[src/rtl/cam_dma_wb_writer_if.sv]
// Bundle between the camera DMA writer and its environment: control, pixel-word stream and Wishbone master bus.
interface cam_dma_wb_writer_if;
    logic        start_i;
    logic [31:0] base_adr_i;
    logic [23:0] word_count_i;
    logic        busy_o;
    logic        done_o;

    logic [31:0] pix_dat_i;
    logic        pix_valid_i;
    logic        pix_ready_o;

    logic [31:0] m_adr_o;
    logic [31:0] m_dat_o;
    logic [2:0]  m_cti_o;
    logic [3:0]  m_sel_o;
    logic        m_we_o;
    logic        m_cyc_o;
    logic        m_stb_o;
    logic        m_ack_i;
    logic [31:0] m_dat_i;

    modport master (
        input  start_i, base_adr_i, word_count_i, pix_dat_i, pix_valid_i, m_ack_i, m_dat_i,
        output busy_o, done_o, pix_ready_o,
        output m_adr_o, m_dat_o, m_cti_o, m_sel_o, m_we_o, m_cyc_o, m_stb_o
    );

    modport slave (
        output start_i, base_adr_i, word_count_i, pix_dat_i, pix_valid_i, m_ack_i, m_dat_i,
        input  busy_o, done_o, pix_ready_o,
        input  m_adr_o, m_dat_o, m_cti_o, m_sel_o, m_we_o, m_cyc_o, m_stb_o
    );
endinterface

[src/rtl/cam_dma_wb_writer.sv]
// Camera DMA writer: buffers a pixel-word stream in a FWFT FIFO and writes it to memory
// as incrementing Wishbone bursts of up to BURST_LEN beats.
module cam_dma_wb_writer #(
    parameter int unsigned FIFO_AW   = 4,
    parameter int unsigned BURST_LEN = 8
) (
    input  logic                sys_clk,
    input  logic                sys_rst,
    cam_dma_wb_writer_if.master bus
);
    localparam int unsigned DEPTH = 1 << FIFO_AW;
    localparam int unsigned LVL_W = FIFO_AW + 1;
    localparam int unsigned CNT_W = 24;

    typedef enum logic [1:0] {IDLE, WAIT, BURST, DONE} state_t;
    state_t state, next_state;

    logic [31:0]        mem [DEPTH];
    logic [FIFO_AW-1:0] wr_ptr, rd_ptr;
    logic [LVL_W-1:0]   level, level_d;
    logic [CNT_W-1:0]   remaining, fill, fill_d;
    logic [LVL_W-1:0]   beats_left, beats_d, burst_n;
    logic [31:0]        adr_q, dat_q, dat_d;
    logic [2:0]         cti_q, cti_d;
    logic [3:0]         sel_q;
    logic               wb_q, wb_d;
    logic               busy_q, busy_d, done_q, done_d, ready_q, ready_d;
    logic               push, ack, start_acc;

    assign push      = bus.pix_valid_i & ready_q;
    assign ack       = (state == BURST) & bus.m_ack_i;
    assign start_acc = (state == IDLE) & bus.start_i;
    assign burst_n   = (remaining >= CNT_W'(BURST_LEN)) ? LVL_W'(BURST_LEN) : LVL_W'(remaining);

    // State register
    always_ff @(posedge sys_clk or posedge sys_rst) begin
        if (sys_rst) state <= IDLE;
        else         state <= next_state;
    end

    // Next-state logic
    always_comb begin
        next_state = state;
        case (state)
            IDLE:    if (bus.start_i) next_state = (bus.word_count_i == '0) ? DONE : WAIT;
            WAIT:    if (level >= burst_n) next_state = BURST;
            BURST:   if (ack && beats_left == LVL_W'(1))
                         next_state = (remaining == CNT_W'(1)) ? DONE : WAIT;
            DONE:    next_state = IDLE;
            default: next_state = IDLE;
        endcase
    end

    // Next values of the registered outputs and counters
    always_comb begin
        wb_d    = (next_state == BURST);
        busy_d  = (next_state != IDLE) || (state == DONE);
        done_d  = (state == DONE);
        beats_d = beats_left;
        if (state == WAIT)  beats_d = burst_n;
        else if (ack)       beats_d = beats_left - LVL_W'(1);
        cti_d = 3'b000;
        if (wb_d) cti_d = (beats_d == LVL_W'(1)) ? 3'b111 : 3'b010;
        // Head is valid on burst entry; the word behind it is valid on every non-final ack
        dat_d = dat_q;
        if (state == WAIT && wb_d) dat_d = mem[rd_ptr];
        else if (ack && wb_d)      dat_d = mem[rd_ptr + FIFO_AW'(1)];
        fill_d = fill;
        if (start_acc)  fill_d = bus.word_count_i;
        else if (push)  fill_d = fill - CNT_W'(1);
        level_d = level + LVL_W'(push) - LVL_W'(ack);
        ready_d = busy_d && (level_d != LVL_W'(DEPTH)) && (fill_d != '0);
    end

    always_ff @(posedge sys_clk) begin
        if (push) mem[wr_ptr] <= bus.pix_dat_i;
    end

    // Datapath and output registers
    always_ff @(posedge sys_clk or posedge sys_rst) begin
        if (sys_rst) begin
            wr_ptr     <= '0;
            rd_ptr     <= '0;
            level      <= '0;
            remaining  <= '0;
            fill       <= '0;
            beats_left <= '0;
            adr_q      <= '0;
            dat_q      <= '0;
            cti_q      <= 3'b000;
            sel_q      <= 4'h0;
            wb_q       <= 1'b0;
            busy_q     <= 1'b0;
            done_q     <= 1'b0;
            ready_q    <= 1'b0;
        end else begin
            level      <= level_d;
            fill       <= fill_d;
            beats_left <= beats_d;
            dat_q      <= dat_d;
            cti_q      <= cti_d;
            sel_q      <= wb_d ? 4'hF : 4'h0;
            wb_q       <= wb_d;
            busy_q     <= busy_d;
            done_q     <= done_d;
            ready_q    <= ready_d;
            if (push) wr_ptr <= wr_ptr + FIFO_AW'(1);
            if (ack)  rd_ptr <= rd_ptr + FIFO_AW'(1);
            if (start_acc) begin
                adr_q     <= bus.base_adr_i & 32'hFFFF_FFFC;
                remaining <= bus.word_count_i;
            end else if (ack) begin
                adr_q     <= adr_q + 32'd4;
                remaining <= remaining - CNT_W'(1);
            end
        end
    end

    assign bus.m_adr_o     = adr_q;
    assign bus.m_dat_o     = dat_q;
    assign bus.m_cti_o     = cti_q;
    assign bus.m_sel_o     = sel_q;
    assign bus.m_we_o      = wb_q;
    assign bus.m_cyc_o     = wb_q;
    assign bus.m_stb_o     = wb_q;
    assign bus.busy_o      = busy_q;
    assign bus.done_o      = done_q;
    assign bus.pix_ready_o = ready_q;
endmodule
[src/flat_wrapper.sv]
// flat-port wrapper written by rule: the top's interface ports become plain ports
module cam_dma_wb_writer_flat 
#(
    parameter int unsigned FIFO_AW   = 4,
    parameter int unsigned BURST_LEN = 8
)
  (sys_clk, sys_rst, bus_start_i, bus_base_adr_i, bus_word_count_i, bus_pix_dat_i, bus_pix_valid_i, bus_m_ack_i, bus_m_dat_i, bus_busy_o, bus_done_o, bus_pix_ready_o, bus_m_adr_o, bus_m_dat_o, bus_m_cti_o, bus_m_sel_o, bus_m_we_o, bus_m_cyc_o, bus_m_stb_o);
  cam_dma_wb_writer_if bus_i ();
  input  logic sys_clk;
  input  logic sys_rst;
  input wire logic [$bits(bus_i.start_i)-1:0] bus_start_i;
  input wire logic [$bits(bus_i.base_adr_i)-1:0] bus_base_adr_i;
  input wire logic [$bits(bus_i.word_count_i)-1:0] bus_word_count_i;
  input wire logic [$bits(bus_i.pix_dat_i)-1:0] bus_pix_dat_i;
  input wire logic [$bits(bus_i.pix_valid_i)-1:0] bus_pix_valid_i;
  input wire logic [$bits(bus_i.m_ack_i)-1:0] bus_m_ack_i;
  input wire logic [$bits(bus_i.m_dat_i)-1:0] bus_m_dat_i;
  output wire logic [$bits(bus_i.busy_o)-1:0] bus_busy_o;
  output wire logic [$bits(bus_i.done_o)-1:0] bus_done_o;
  output wire logic [$bits(bus_i.pix_ready_o)-1:0] bus_pix_ready_o;
  output wire logic [$bits(bus_i.m_adr_o)-1:0] bus_m_adr_o;
  output wire logic [$bits(bus_i.m_dat_o)-1:0] bus_m_dat_o;
  output wire logic [$bits(bus_i.m_cti_o)-1:0] bus_m_cti_o;
  output wire logic [$bits(bus_i.m_sel_o)-1:0] bus_m_sel_o;
  output wire logic [$bits(bus_i.m_we_o)-1:0] bus_m_we_o;
  output wire logic [$bits(bus_i.m_cyc_o)-1:0] bus_m_cyc_o;
  output wire logic [$bits(bus_i.m_stb_o)-1:0] bus_m_stb_o;
  assign bus_i.start_i = bus_start_i;
  assign bus_i.base_adr_i = bus_base_adr_i;
  assign bus_i.word_count_i = bus_word_count_i;
  assign bus_i.pix_dat_i = bus_pix_dat_i;
  assign bus_i.pix_valid_i = bus_pix_valid_i;
  assign bus_i.m_ack_i = bus_m_ack_i;
  assign bus_i.m_dat_i = bus_m_dat_i;
  assign bus_busy_o = bus_i.busy_o;
  assign bus_done_o = bus_i.done_o;
  assign bus_pix_ready_o = bus_i.pix_ready_o;
  assign bus_m_adr_o = bus_i.m_adr_o;
  assign bus_m_dat_o = bus_i.m_dat_o;
  assign bus_m_cti_o = bus_i.m_cti_o;
  assign bus_m_sel_o = bus_i.m_sel_o;
  assign bus_m_we_o = bus_i.m_we_o;
  assign bus_m_cyc_o = bus_i.m_cyc_o;
  assign bus_m_stb_o = bus_i.m_stb_o;
  cam_dma_wb_writer #(.FIFO_AW(FIFO_AW), .BURST_LEN(BURST_LEN)) u_core (.sys_clk(sys_clk), .sys_rst(sys_rst), .bus(bus_i));
endmodule
[config.mk]
export PLATFORM = sky130hd
export DESIGN_NAME = cam_dma_wb_writer_flat
export DESIGN_NICKNAME = d
export VERILOG_FILES = /design/src/rtl/cam_dma_wb_writer_if.sv /design/src/rtl/cam_dma_wb_writer.sv /design/src/flat_wrapper.sv
export SDC_FILE = /design/constraint.sdc
export NUM_CORES = 1
export LEC_CHECK = 0
export ABC_AREA = 1
export CORE_AREA = 2 2 265 267
export DETAILED_ROUTE_END_ITERATION = 16
export DIE_AREA = 0 0 267 269
export DONT_BUFFER_PORTS = 1
export HOLD_SLACK_MARGIN = 0.1
export MAX_ROUTING_LAYER = met4
export PLACE_DENSITY_LB_ADDON = 0.25
export SYNTH_ARGS = -nofsm -noshare
export SYNTH_HDL_FRONTEND = slang
export SYNTH_SLANG_ARGS = --single-unit
[constraint.sdc]
create_clock -name sys_clk -period 4.5 [get_ports sys_clk]
set_input_delay 0.225 -clock sys_clk [delete_from_list [all_inputs] [get_ports sys_clk]]
set_output_delay 0.225 -clock sys_clk [all_outputs]
set_load 0.01 [all_outputs]
# [Yosys cells after proc, flatten, opt, wreduce, memory -nomap -nowiden]
# Memory sizes are Yosys's and may differ from the RTL's.
# Index checks and enable logic that the tools add are counted.
# W data, S select, Z words.
[word_totals] mem_count=1 regBits=143 out_inout_bits=77 in_bits=125 word_cells=71 ram_bits=512
[memory_table] memory="u_core.mem" depth=16 word_bits=32 read_ports=2 rd_ports_with_merged_regs=0 wr=1 line_no="cam_dma_wb_writer.sv:18" text="logic [31:0] mem [DEPTH];"
[op_classes] bitwise=3 mux=22 n_reduce_logical=12 n_addsub=8 eq_ne=8 magnitude_cmp=2
[ops] operator="$mux W32" n=4
[ops] operator="$mux W24" n=4
[ops] operator="$sub A24 B1 Y24 const B" n=2
[ops] operator="$add A32 B3 Y32 const B" n=1
[ops] operator="$eq A24 B1 Y1 const B" n=1
[ops] operator="$ge A24 B4 Y1 const B" n=1
[ops] operator="$logic_not A24 Y1" n=1
[ops] operator="$reduce_bool A24 Y1" n=1
[ops] operator="$mux W5" n=3
[ops] operator="$eq A5 B1 Y1 const B" n=2
[ops] operator="$mux W2" n=5
[ops] operator="$add A4 B1 Y4 const B" n=2
[ops] operator="$pmux W2 S4" n=1
[ops] operator="$eq A2 B2 Y1 const B" n=3
[ops] operator="$mux W3" n=2
[ops] operator="$reduce_bool A2 Y1" n=3
[ops] operator="$add A5 B1 Y5" n=1
[ops] operator="$ge A5 B5 Y1" n=1
[ops] operator="$logic_and A1 B1 Y1" n=5
[ops] operator="$ne A5 B5 Y1 const B" n=1
[ops] operator="$sub A5 B1 Y5" n=1
[ops] operator="$sub A5 B1 Y5 const B" n=1
[ops] operator="$mux W4" n=1
[ops] operator="$and A1 B1 Y1" n=3
[ops] operator="other kinds (4)" n=5

# [Longest topological paths before layout]
[logic_depth] word_depth=9 ltp_mapped=19 mapped_depth_nobuf=18

# [Least setup slack after synthesis]
# OpenSTA, ideal clock, no wires.
[synth_path] kind="reg2reg" start="register u_core.state[0]" end="register u_core.ready_q (netlist: u_core.bus.pix_ready_o)" setup_time_ns=0.115 required_time_ns=4.385 arrival_time_ns=2.620 path_stages_with_launch=16 synth_period_minus_slack_ns=2.736 slack_ns=1.764 n_path_buf=2 path_cell_list="dfrtp_1 > inv_2 > nand3_1 > buf_2 > inv_1 > buf_1 > ha_1 > inv_1 > ha_1 > inv_1 > fa_1 > o21ai_0 > xor2_1 > nand2_1 > nand2_1 > nor2_1"
[synth_between] elab_cells_between_ends=19 classes_between="add/sub (1); eq/ne (4); mux (5); bitwise (2); reduce/logical (7)"
[synth_rtl] element="start: declaration" line_no="cam_dma_wb_writer.sv:16" text="state_t state, next_state;"
[synth_rtl] element="start signal: assignment" line_no="cam_dma_wb_writer.sv:38" text="else state <= next_state;"
[synth_rtl] element="$eq A2 B2 Y1" line_no="cam_dma_wb_writer.sv:31" text="assign ack = (state == BURST) & bus.m_ack_i;"
[synth_rtl] element="$and A1 B1 Y1" line_no="cam_dma_wb_writer.sv:31"
[synth_rtl] element="via u_core.ack" line_no="cam_dma_wb_writer.sv:28" text="logic push, ack, start_acc;"
[synth_rtl] element="$sub A5 B1 Y5" line_no="cam_dma_wb_writer.sv:71" text="level_d = level + LVL_W'(push) - LVL_W'(ack);"
[synth_rtl] element="via u_core.level_d[4]" line_no="cam_dma_wb_writer.sv:20" text="logic [LVL_W-1:0] level, level_d;"
[synth_rtl] element="$ne A5 B5 Y1" line_no="cam_dma_wb_writer.sv:72" text="ready_d = busy_d && (level_d != LVL_W'(DEPTH)) && (fill_d != '0);"
[synth_rtl] element="$logic_and A1 B1 Y1 (2 in a row)" line_no="cam_dma_wb_writer.sv:72"
[synth_rtl] element="via u_core.ready_d" line_no="cam_dma_wb_writer.sv:27" text="logic busy_q, busy_d, done_q, done_d, ready_q, ready_d;"
[synth_rtl] element="end signal: assignment" line_no="cam_dma_wb_writer.sv:106" text="ready_q <= ready_d;"
[synth_rtl] element="end: declaration" line_no="cam_dma_wb_writer.sv:27"
# The timed path passes the listed nets, and every way through them passes these cells.
# A chain may end at the register's enable or synchronous reset.

# [Worst setup path in the final report]
[layout_path] start="register u_core.remaining[18]" end="register u_core.dat_q[26] (netlist: u_core.bus.m_dat_o[26])"
[layout_between] elab_chain_len=8 elab_cells_between_ends=13 classes_between="order compare (2); eq/ne (2); mux (6); reduce/logical (3)"
[layout_lines] element="start: declaration" line_no="cam_dma_wb_writer.sv:21" text="logic [CNT_W-1:0] remaining, fill, fill_d;"
[layout_lines] element="start signal: assignment" line_no="cam_dma_wb_writer.sv:111" text="remaining <= bus.word_count_i;"
[layout_lines] element="start signal: assignment" line_no="cam_dma_wb_writer.sv:114" text="remaining <= remaining - CNT_W'(1);"
[layout_lines] element="$ge A24 B4 Y1" line_no="cam_dma_wb_writer.sv:33" text="assign burst_n = (remaining >= CNT_W'(BURST_LEN)) ? LVL_W'(BURST_LEN) : LVL_W'(remaining);"
[layout_lines] element="$mux W5" line_no="cam_dma_wb_writer.sv:33"
[layout_lines] element="$ge A5 B5 Y1" line_no="cam_dma_wb_writer.sv:46" text="WAIT: if (level >= burst_n) next_state = BURST;"
[layout_lines] element="$mux W2" line_no="cam_dma_wb_writer.sv:46"
[layout_lines] element="$pmux W2 S4 (*)" line_no="cam_dma_wb_writer.sv:44" text="case (state)"
[layout_lines] element="$eq A2 B2 Y1 (*)" line_no="cam_dma_wb_writer.sv:56" text="wb_d = (next_state == BURST);"
[layout_lines] element="$logic_and A1 B1 Y1 (on tied branches)" line_no="cam_dma_wb_writer.sv:66, cam_dma_wb_writer.sv:67"
[layout_lines] element="$mux W32 / $reduce_bool A2 Y1 (equally long branches)"
[layout_lines] element="end signal: assignment" line_no="cam_dma_wb_writer.sv:100" text="dat_q <= dat_d;"
[layout_lines] element="end: declaration" line_no="cam_dma_wb_writer.sv:23" text="logic [31:0] adr_q, dat_q, dat_d;"
# Mark *: on every way between the ends. The rest lies on a longest branch, timed or not.

==> out/qor.yml <==
status: "complete, no violations"
overflow: 0
power_frac_clock_pct: 21.6
min_period_over_period_pct: 79.2
peakVddDrop_mv: 0.854
hold_buffers: 108
drc_errors: 0
postCtsSetupBuffers: 0
clock_latency_ns: 0.62
htree_levels: 3
hp-class: "input pin to flop"
areaGrowthSynthToFinish_pct: 12.7
worst_hold_slack_ns: 0.162
register_area_sq_mm: 0.0188
yosys_warnings: 0
cp-start-kind: "flop"
synth_xor_area_share_pct: 1.25
multiInputGateArea_sq_mm: 0.0119
synth_top_family_by_area: "compound AO/OA/AOI/OAI gates"
final_common_cell: "nand2_1"
grt_util_all_layers_pct: 28.0
syn_inst: 3575
io_pins: 202
final_cell_mix: "571 x nand2_1, 533 x o21ai_0, 512 x edfxtp_1"
wl_mm: 98.4
use_met1_pct: 37.1
critPathKind: "flop to flop"
viasPerCell: 5.84
synth-compound-area-share_pct: 18.3
n_fill_cell: 6100
grt_pass1_vias: 24900
maxCapViolations: 0
dp_worst_setup_slack_ns: 1.02
design_area_sq_mm: 0.0370
crit_path_end_kind: "flop"
drtAntennaViolNets: 0
num_vias: 26700
synth_area_per_cell_sq_um: 9.18
leakage_nw: 13.9
die_w_um: 267
antenna_found_initial: 5
grt_max_degree: 211
synth_ff_type: "edfxtp_1"
worstMarginPinSlew_ns: 1.11
drive_above_1_share_pct: 6.19
ctsResizeCount: 0
core_area_sq_mm: 0.0693
finClkSkew_ns: 0.0200
fmax_mhz: 280
die_h_um: 269
grtUsageMet2_pct: 43.9
combPwrFrac_pct: 46.1
use_met3_pct: 4.76
yosysUniqueCellTypes: 46
setup_viol: 0
cellPowerDensity_mw_per_mm2: 722
wl_per_cell_um: 21.6
swShare_pct: 45.2
rows: 97
worstPathArrival_ns: 4.11
place.gp.congestion: 0.878
clk_pin_slew_worst_paths_ns: 0.06
seq_area_frac_synth_pct: 57.1
cts_root_buf: "clkbuf_16"
syn_area_sq_mm: 0.0328
ys_ff_latch: 647
synthAdderAreaFrac_pct: 0.899
numCtsBuffers: 71
max-slew-margin-rel_pct: 26.2
synth.area.mux_share_pct: 0
hold_viol: 0
dr.pass1.iters: 6
nets: 3708
p_int_mw: 14.6
cts_buffer_depth: 3
power_frac_seq_pct: 32.3
rsz0062_at_grt: "no"
drv_slew: 0
die_area_sq_mm: 0.0718
setup_ws_ns: 0.935
crit_required_ns: 5.05
drtIter0Drc: 2864
yosys.area_share.simple_pct: 15.3
synth_edf_count: 512
crit_fanout: 32
grt_pass1_wl_mm: 148
fin_setup_tns_ns: 0
fin_crit_ns: 3.57
p_switching_mw: 12.1
grt.busiest_layer: "met2"
postPlaceCellArea_sq_mm: 0.0336
async_flop_share_pct: 20.9
hpwlAfterDp_mm: 54.5
cts_tree: "built"
portBuffers: 0
start_util_pct: 47.4
cts_sinks: 647
-- power groups by stage --
stage,sequential [mW],combinational [mW],clock (mW)
detailed placement,8.71,11.9,0
global placement,8.70,11.8,0
global route,8.70,13.7,6.09
finish,8.61,12.3,5.78
CTS,8.59,12.1,5.86
floorplan,8.12,8.95,0
-- cell usage after synthesis (all sizes together), types with 4 or more instances --
cell | instances | area share [%]
o22ai | 49 | 0.93
nand4 | 14 | 0.27
edfxtp | 512 | 47
o21ai | 593 | 9.0
nand2 | 574 | 6.6
buf | 155 | 2.4
o21bai | 4 | 0.091
ha | 22 | 0.84
xor2 | 39 | 1.1
a21oi | 310 | 4.7
nor4 | 11 | 0.29
nand3 | 250 | 3.9
o221ai | 72 | 1.9
clkbuf | 98 | 1.1
o211ai | 62 | 1.4
nor3 | 17 | 0.31
xnor2 | 7 | 0.19
inv | 305 | 3.5
nor2 | 328 | 3.9
dfrtp | 135 | 10
-- worst paths after layout --
check | from | end | slack [ns] | depth (start not counted)
worst max-delay path | u_core.remaining[18] | u_core.bus.m_dat_o[26] | 0.93 | 17
max in group asynchronous | sys_rst | u_core.remaining[14] | 3.07 | 3
worst max register to register | u_core.remaining[18] | u_core.bus.m_dat_o[26] | 0.93 | 17
worst min register to register | u_core.state[0] | u_core.bus.done_o | 0.53 | 2
worst min-delay path | bus_start_i | u_core.fill[1] | 0.16 | 4
min in group asynchronous | sys_rst | u_core.bus.m_dat_o[11] | 0.34 | 2
-- critical path: stages (launching register included) --
cell     delay, ns
dfrtp_1       0.40
nor2_1        0.20
nand2_1       0.10
nor2_1        0.14
nand2_1       0.11
nor3_2        0.30
nand2_1       0.15
ha_1          0.32
a21oi_1       0.15
nor2_1        0.05
nor3_1        0.39
nor2_4        0.07
inv_2         0.05
buf_4         0.57
nand2_1       0.15
nand2_1       0.17
nand2_1       0.07
nand2_1       0.09
-- sequential cells by signal (all words and copies together) (netlist names) --
register and flops:
u_core.bus.m_cti_o 2, u_core.bus.m_adr_o 30, u_core.level 5, u_core.beats_left 5, u_core.state 2, u_core.remaining 24
u_core.mem 512, u_core.bus.busy_o 1, u_core.bus.pix_ready_o 1, u_core.rd_ptr 4, u_core.bus.done_o 1, u_core.bus.m_dat_o 32
u_core.wr_ptr 4, u_core.fill 24
-- cell families after synthesis --
kind of cell / Yosys count
fa+ha+maj: 23
buf+inv: 559
compound gates: 1097
other cells: 2
xor+xnor: 46
simple gates: 1201
flops: 647
-- final cells by class --
class | count | area share, %
Multi-Input combinational cell | 2370 | 32.2
Inverter | 306 | 3.15
Sequential cell | 647 | 50.7
Clock inverter | 22 | 0.602
Timing Repair Buffer | 164 | 4.46
Antenna cell | 5 | 0.0338
Clock buffer | 109 | 5.60
Tap cell | 940 | 3.18
-- per-stage QoR --
step | instances | util [%] | power [mW]
2_1_floorplan | 3576 | - | 17.1
3_3_place_gp | 4319 | 48.5 | 20.5
3_5_place_dp | 4319 | 48.5 | 20.6
4_1_cts | 4558 | 53.4 | 26.6
5_1_grt | 4563 | 53.4 | 28.5
6_report | 4563 | 53.4 | 26.7
-- per-layer routing --
| layer | up-vias | part of all wire, % |
|---|---|---|
| met4 | 0 | 2.9 |
| met1 | 12700 | 42 |
| met2 | 1215 | 46 |
| met3 | 223 | 8.9 |
| li1 | 12500 | - |
| met5 | - | 0 |
Power figures use the tool's default switching activity.
